### src/rtl/controlador_exibicao_leds_pkg.sv
// rtl/controlador_exibicao_leds_pkg.sv - state encoding, default durations and fast-mode helper
package pkg_exibicao;

    typedef enum logic [2:0] {
        OCIOSO  = 3'd0,
        CARREGA = 3'd1,
        ACESO   = 3'd2,
        APAGADO = 3'd3,
        FIM     = 3'd4
    } estado_t;

    localparam int T_ON_PADRAO  = 500;
    localparam int T_OFF_PADRAO = 250;

    // Fast mode halves a duration but never lets it collapse to zero cycles.
    function automatic int metade_min1(input int t);
        return (t / 2 < 1) ? 1 : t / 2;
    endfunction

endpackage

### src/rtl/controlador_exibicao_leds_if.sv
// rtl/controlador_exibicao_leds_if.sv - control, memory and LED signals of the display sequencer (pausa with DISPLAY_PAUSE_EN)
interface controlador_exibicao_leds_if #(
    parameter int ADDR_W = 4,
    parameter int DATA_W = 4
);
    logic              iniciar;
    logic              abortar;
    logic              modo_rapido;
    logic [ADDR_W-1:0] limite_rodada;
    logic [DATA_W-1:0] dado_memoria;
    logic [ADDR_W-1:0] endereco;
    logic [DATA_W-1:0] leds;
    logic              exibindo;
    logic              fim_exibicao;

`ifdef DISPLAY_PAUSE_EN
    logic              pausa;

    modport master (
        output iniciar, abortar, modo_rapido, limite_rodada, dado_memoria, pausa,
        input  endereco, leds, exibindo, fim_exibicao
    );
    modport slave (
        input  iniciar, abortar, modo_rapido, limite_rodada, dado_memoria, pausa,
        output endereco, leds, exibindo, fim_exibicao
    );
`else
    modport master (
        output iniciar, abortar, modo_rapido, limite_rodada, dado_memoria,
        input  endereco, leds, exibindo, fim_exibicao
    );
    modport slave (
        input  iniciar, abortar, modo_rapido, limite_rodada, dado_memoria,
        output endereco, leds, exibindo, fim_exibicao
    );
`endif

endinterface

### src/rtl/controlador_exibicao_leds_contador.sv
// rtl/controlador_exibicao_leds_contador.sv - loadable down-counter with enable and zero flag
module contador_tempo_exibicao #(
    parameter int W = 3
) (
    input  logic         clock,
    input  logic         reset,
    input  logic         carregar,
    input  logic         habilitar,
    input  logic [W-1:0] valor,
    output logic         zero
);

    logic [W-1:0] contagem;

    always_ff @(posedge clock or negedge reset) begin
        if (!reset) begin
            contagem <= '0;
        end else if (carregar) begin
            contagem <= valor;
        end else if (habilitar && !zero) begin
            contagem <= contagem - 1'b1;
        end
    end

    assign zero = (contagem == '0);

endmodule

### src/rtl/controlador_exibicao_leds.sv
// rtl/controlador_exibicao_leds.sv - shows stored patterns 0..limit on the LEDs; DISPLAY_PAUSE_EN adds a pause input
module controlador_exibicao_leds
    import pkg_exibicao::*;
#(
    parameter int ADDR_W = 4,
    parameter int DATA_W = 4,
    parameter int T_ON   = T_ON_PADRAO,
    parameter int T_OFF  = T_OFF_PADRAO
) (
    input  logic                         clock,
    input  logic                         reset,
    controlador_exibicao_leds_if.slave   bus
);

    localparam int TW = $clog2(T_ON + 1);
    localparam logic [TW-1:0] CARGA_ON_N  = TW'(T_ON - 1);
    localparam logic [TW-1:0] CARGA_ON_R  = TW'(metade_min1(T_ON) - 1);
    localparam logic [TW-1:0] CARGA_OFF_N = TW'(T_OFF - 1);
    localparam logic [TW-1:0] CARGA_OFF_R = TW'(metade_min1(T_OFF) - 1);

    estado_t           estado;
    estado_t           estado_prox;
    logic [ADDR_W-1:0] endereco_q;
    logic [ADDR_W-1:0] limite_q;
    logic              modo_q;
    logic [DATA_W-1:0] leds_q;
    logic              primeiro;
    logic              carregar;
    logic              habilitar;
    logic [TW-1:0]     valor_carga;
    logic              zero;
    logic              pausa_ativa;

`ifdef DISPLAY_PAUSE_EN
    assign pausa_ativa = bus.pausa;
`else
    assign pausa_ativa = 1'b0;
`endif

    contador_tempo_exibicao #(.W(TW)) u_contador (
        .clock     (clock),
        .reset     (reset),
        .carregar  (carregar),
        .habilitar (habilitar),
        .valor     (valor_carga),
        .zero      (zero)
    );

    always_ff @(posedge clock or negedge reset) begin
        if (!reset) begin
            estado <= OCIOSO;
        end else begin
            estado <= estado_prox;
        end
    end

    always_comb begin
        estado_prox = estado;
        carregar    = 1'b0;
        habilitar   = 1'b0;
        valor_carga = '0;
        case (estado)
            OCIOSO: begin
                if (bus.iniciar) estado_prox = CARREGA;
            end
            CARREGA: begin
                estado_prox = ACESO;
                carregar    = 1'b1;
                valor_carga = modo_q ? CARGA_ON_R : CARGA_ON_N;
            end
            ACESO: begin
                if (!pausa_ativa) begin
                    if (zero) begin
                        estado_prox = APAGADO;
                        carregar    = 1'b1;
                        valor_carga = modo_q ? CARGA_OFF_R : CARGA_OFF_N;
                    end else begin
                        habilitar = 1'b1;
                    end
                end
            end
            APAGADO: begin
                if (!pausa_ativa) begin
                    if (zero) begin
                        estado_prox = (endereco_q == limite_q) ? FIM : CARREGA;
                    end else begin
                        habilitar = 1'b1;
                    end
                end
            end
            FIM:     estado_prox = OCIOSO;
            default: estado_prox = OCIOSO;
        endcase
        // Abort wins over start, over pause and over the final transition.
        if (bus.abortar) begin
            estado_prox = OCIOSO;
            carregar    = 1'b0;
            habilitar   = 1'b0;
        end
    end

    always_ff @(posedge clock or negedge reset) begin
        if (!reset) begin
            endereco_q <= '0;
            limite_q   <= '0;
            modo_q     <= 1'b0;
            leds_q     <= '0;
            primeiro   <= 1'b0;
        end else if (bus.abortar) begin
            endereco_q <= '0;
            leds_q     <= '0;
            primeiro   <= 1'b0;
        end else begin
            if (estado == OCIOSO && bus.iniciar) begin
                limite_q   <= bus.limite_rodada;
                modo_q     <= bus.modo_rapido;
                endereco_q <= '0;
            end
            if (estado == CARREGA) primeiro <= 1'b1;
            if (estado == ACESO && primeiro) begin
                leds_q   <= bus.dado_memoria;
                primeiro <= 1'b0;
            end
            if (estado == APAGADO && estado_prox == CARREGA) endereco_q <= endereco_q + 1'b1;
        end
    end

    // Read data arrives in the first lit cycle; it is passed through then and held afterwards.
    assign bus.leds         = (estado == ACESO) ? (primeiro ? bus.dado_memoria : leds_q) : '0;
    assign bus.endereco     = endereco_q;
    assign bus.exibindo     = (estado != OCIOSO);
    assign bus.fim_exibicao = (estado == FIM);

endmodule
### src/flat_wrapper.sv
// flat-port wrapper written by rule: the top's interface ports become plain ports
module controlador_exibicao_leds_flat import pkg_exibicao::*;
#(
    parameter int ADDR_W = 4,
    parameter int DATA_W = 4,
    parameter int T_ON   = T_ON_PADRAO,
    parameter int T_OFF  = T_OFF_PADRAO
)
  (clock, reset, bus_iniciar, bus_abortar, bus_modo_rapido, bus_limite_rodada, bus_dado_memoria, bus_endereco, bus_leds, bus_exibindo, bus_fim_exibicao);
  controlador_exibicao_leds_if #(.ADDR_W(ADDR_W), .DATA_W(DATA_W)) bus_i ();
  input  logic clock;
  input  logic reset;
  input wire logic [$bits(bus_i.iniciar)-1:0] bus_iniciar;
  input wire logic [$bits(bus_i.abortar)-1:0] bus_abortar;
  input wire logic [$bits(bus_i.modo_rapido)-1:0] bus_modo_rapido;
  input wire logic [$bits(bus_i.limite_rodada)-1:0] bus_limite_rodada;
  input wire logic [$bits(bus_i.dado_memoria)-1:0] bus_dado_memoria;
  output wire logic [$bits(bus_i.endereco)-1:0] bus_endereco;
  output wire logic [$bits(bus_i.leds)-1:0] bus_leds;
  output wire logic [$bits(bus_i.exibindo)-1:0] bus_exibindo;
  output wire logic [$bits(bus_i.fim_exibicao)-1:0] bus_fim_exibicao;
  assign bus_i.iniciar = bus_iniciar;
  assign bus_i.abortar = bus_abortar;
  assign bus_i.modo_rapido = bus_modo_rapido;
  assign bus_i.limite_rodada = bus_limite_rodada;
  assign bus_i.dado_memoria = bus_dado_memoria;
  assign bus_endereco = bus_i.endereco;
  assign bus_leds = bus_i.leds;
  assign bus_exibindo = bus_i.exibindo;
  assign bus_fim_exibicao = bus_i.fim_exibicao;
  controlador_exibicao_leds #(.ADDR_W(ADDR_W), .DATA_W(DATA_W), .T_ON(T_ON), .T_OFF(T_OFF)) u_core (.clock(clock), .reset(reset), .bus(bus_i));
endmodule
### config.mk
export PLATFORM = sky130hd
export DESIGN_NAME = controlador_exibicao_leds_flat
export DESIGN_NICKNAME = d
export VERILOG_FILES = /design/src/rtl/controlador_exibicao_leds_pkg.sv /design/src/rtl/controlador_exibicao_leds_if.sv /design/src/rtl/controlador_exibicao_leds_contador.sv /design/src/rtl/controlador_exibicao_leds.sv /design/src/flat_wrapper.sv
export SDC_FILE = /design/constraint.sdc
export NUM_CORES = 1
export LEC_CHECK = 0
export CORE_MARGIN = 2
export CORE_UTILIZATION = 49
export DETAILED_ROUTE_END_ITERATION = 8
export MAX_ROUTING_LAYER = met4
export PLACE_DENSITY = 0.83
export SYNTH_ARGS = -nofsm -noshare
export SYNTH_HDL_FRONTEND = slang
export SYNTH_HIERARCHICAL = 1
export SYNTH_SLANG_ARGS = --single-unit
### constraint.sdc
create_clock -name clock -period 2.9 [get_ports clock]
set_clock_uncertainty 0.15 [all_clocks]
set_input_delay 0.58 -clock clock [delete_from_list [all_inputs] [get_ports clock]]
set_output_delay 0.58 -clock clock [all_outputs]
set_load 0.02 [all_outputs]
==> PnR_summary.wiki <==
{| class="wikitable"
! Metric !! Value
|-
| Status || completed
|-
| Biggest area consumer among synthesized cells || dfrtp_1
|-
| Leading cell type by number of instances after synthesis || dfrtp_1
|-
| Total clock buffers created by CTS || 3
|-
| Post-placement worst setup slack || 0.211 ns
|-
| Overall power of the completed layout || 0.00131 W
|-
| Stage delay of the slowest cell on the critical path || 0.62 ns
|-
| Worst path bufs/invs || 1
|-
| Most used standard cells in the synthesized netlist || 26 x dfrtp_1, 23 x nor2_1, 18 x nand2_1
|-
| Category of the critical setup timing path || flop to output pin
|-
| F_max || 0.355 GHz
|-
| Post-cts gate resize count || 0
|-
| Headroom to the max-slew limit || 0.605
|-
| Area Overhead vs Synth || 20.6%
|-
| Final slew viol count || 0
|-
| Remaining DRCs || 0
|-
| Mapped Cells || 177
|-
| Global-route usage over all layers || 0.237
|-
| Max_cap viols || 0
|-
| Hold/Removal Path Class || flop to flop
|-
| Clk slew on worst S/H paths || 0.15 ns
|-
| Async set-reset flop share out of synthesis || 1.00
|-
| Capturing element type of the critical path || output pin
|-
| Syn Std Cell Area || 1630 um2
|-
| Predominant post-synthesis flop cell || dfrtp_1
|-
| Count of boundary I/O pins || 23
|-
| Crit path setup slack, layout || 0.0830 ns
|-
| Cell Rows || 20
|-
| Setup violators final || 0
|-
| HPWL after detailed placement || 2.82 mm
|-
| Mapped Nets || 192
|-
| Launch point of the worst reg-to-reg path || u_core/u_contador/contagem[0]
|-
| Final Cycle Share || 0.971
|-
| Setup repair after global routing missed its margin || false
|-
| Layout cells sized above 1 || 0.125
|-
| Gp weighted congestion || 0.940
|-
| Initial DRC Count || 103
|-
| Worst slew pin tran || 0.584 ns
|-
| Min-Delay Startpoint || u_core/leds_q[2]
|-
| Top delay family on crit path || buffers and inverters
|-
| CTS Sinks || 26
|-
| Initial antenna violation count || 0
|-
| Post-CTS setup-driven buffer insertion count || 0
|-
| Average footprint of a synthesized cell || 9.21 um2
|-
| Worst ir drop on vdd || 0.000316 V
|-
| Synth area leaders || dfrtp_1 40%, mux2i_1 6.8%, nor2_1 5.3%, nand2_1 4.1%, mux2_2 3.5%
|-
| Vias per cell || 5.75
|-
| Post-place instance area || 1910 um2
|-
| Die footprint || 3800 um2
|-
| Number of flops mapped to enable cells by yosys || 0
|-
| Initial core utilization || 0.525
|-
| Master cell of the clock root buffer || clkbuf_4
|-
| Die Height || 61.7 um
|-
| Clock tree from TritonCTS || yes
|-
| Number of warning messages in the yosys log || 6
|-
| Count of input and output buffers || 22
|-
| Power per Cell Area || 667 nW/um2
|-
| Average wire per cell in the routed design || 15.8 um
|-
| 1st-pass router iterations || 4
|-
| Finished Cell Area || 1970 um2
|-
| Timing startpoint of the critical path || u_core/estado[2]
|-
| Startpoint types || flop
|-
| Overflow after GRT || 0
|-
| Proportion of synthesized chip area in sequential cells || 0.399
|-
| Pin count of the biggest net entering global routing || 27
|-
| Final Hold Vio Count || 0
|-
| Deepest level of the CTS H-tree || 1
|-
| Final critical path time including I/O delays and setup || 2.82 ns
|-
| Number of nets in the layout || 216
|-
| Cts hold-fix bufs || 0
|-
| Clock tree buffer depth || 2
|-
| Static leakage power || 0.803 nW
|-
| Placeable core region || 3100 um2
|-
| Total negative slack || 0 ns
|-
| Top cell type's share of synthesized area || 0.399
|-
| Horizontal die dimension || 61.7 um
|-
| Worst Path Required || 2.17 ns
|-
| Global-route wire length before repair || 6.51 mm
|-
| Via count || 1403
|-
| Worst-skew pair later-pin latency || 0.32 ns
|-
| Vias in the first global route || 1377
|-
| Wire length reported by the detailed router || 3.86 mm
|-
| Number of nets with antenna violations after detailed routing || 0
|-
| Worst Path Arrival || 2.09 ns
|-
| Largest driver fanout on the critical path || 10
|-
| Number of distinct library cell variants in the gate-level netlist after synthesis || 43
|-
| Worst path slowest cell || clkdlybuf4s50_1
|-
| Total inserted antenna cells || 0
|-
| Critical Path, Cell by Cell || or3b_1 > nor2_1 > clkdlybuf4s50_1
|-
| Flops & latches, synth || 26
|}
[stage by stage]
| step | std cells | hold WS [ns] | util |
|---|---|---|---|
| finish | 244 | 0.397 | 0.633 |
| global route | 244 | 0.431 | 0.633 |
| CTS | 244 | 0.400 | 0.633 |
| detailed placement | 240 | 0.361 | 0.616 |
| global placement | 240 | 0.350 | 0.616 |
| floorplan | 177 | 0.134 | - |
[cell usage in the layout (no fill, tap or decap), drive strengths merged]
cell,instances
nand2b,4
buf,8
inv,10
a311o,2
nand3,5
o21ai,5
o41ai,1
nor3b,1
clkdlybuf4s50,22
a2111o,1
a211o,1
or4,1
bufinv,1
or4b,2
and2,3
nand2,18
a31oi,3
o21a,1
a21oi,4
and3,1
o211ai,6
nand4,2
nor2,25
ha,2
or3b,1
clkbuf,3
o21bai,1
o311ai,2
dfrtp,26
nor3,3
o2111ai,4
nor4,2
nor4b,3
mux2,5
a21o,2
xor2,5
mux2i,11
nand3b,1
nor2b,1
a21boi,1
[worst paths after layout]
| kind | end | slack, ns | cells past startpoint |
|---|---|---|---|
| worst max-delay path | bus_leds[1] | 0.08 | 3 |
| worst min-delay path | u_core/leds_q[2] | 0.40 | 2 |
| worst max register to register | u_core/u_contador/contagem[1] | 0.11 | 11 |
| worst min register to register | u_core/leds_q[2] | 0.40 | 2 |
| max in group asynchronous | u_core/estado[1] | 1.88 | 2 |
| min in group asynchronous | u_core/bus.endereco[0] | 0.44 | 2 |
[report_power, final]
part           leakage, nW  switching, W  total [W]  internal [W]
clock network       0.0279      0.000110   0.000250      0.000140
logic                0.435      0.000291   0.000514      0.000223
registers            0.340      0.000109   0.000548      0.000439
[state kept, by name, indices dropped and copies added, names as in the netlist]
signal	flops
u_core/u_contador/contagem	9
u_core/primeiro	1
u_core/bus.endereco	4
u_core/limite_q	4
u_core/modo_q	1
u_core/leds_q	4
u_core/estado	3
[worst register-to-register path, delay by kind of cell (launching register included)]
| kind | cells | cell delay (ns) |
|---|---|---|
| DFF | 1 | 0.45 |
| and+or+nand+nor | 5 | 1.06 |
| AOI/OAI and AO/OA | 3 | 0.46 |
| buffers and inverters | 2 | 0.35 |
| adders and majority gates | 1 | 0.22 |
[final cells by class]
cell class	instances	area (um2)
multi-input combinational	130	888
timing repair buffer	30	280
clock inverter	1	30.0
clock buffer	3	22.5
inverter	10	37.5
fill	268	1140
tap	44	55.1
sequential	26	652
[metal layers]
layer | wire [um] | track usage | share of wire
met4 | 40 | 0.0669 | 0.010
met2 | 1990 | 0.394 | 0.52
met5 | 0 | - | 0
met1 | 1630 | 0.308 | 0.42
met3 | 198 | 0.0210 | 0.051
[cell families (layout without fill, tap and decap cells)]
family / count (synthesis) / count (layout) / share of synthesized area
AO/OA/AOI/OAI: 34 / 34 / 0.157
adder cells (fa/ha/maj): 2 / 2 / 0.0153
buffers and inverters: 21 / 44 / 0.0560
XOR/XNOR: 5 / 5 / 0.0269
multiplexers: 16 / 16 / 0.102
flip-flops: 26 / 26 / 0.399
AND/OR/NAND/NOR: 73 / 73 / 0.243
Power figures use the tool's default switching activity.
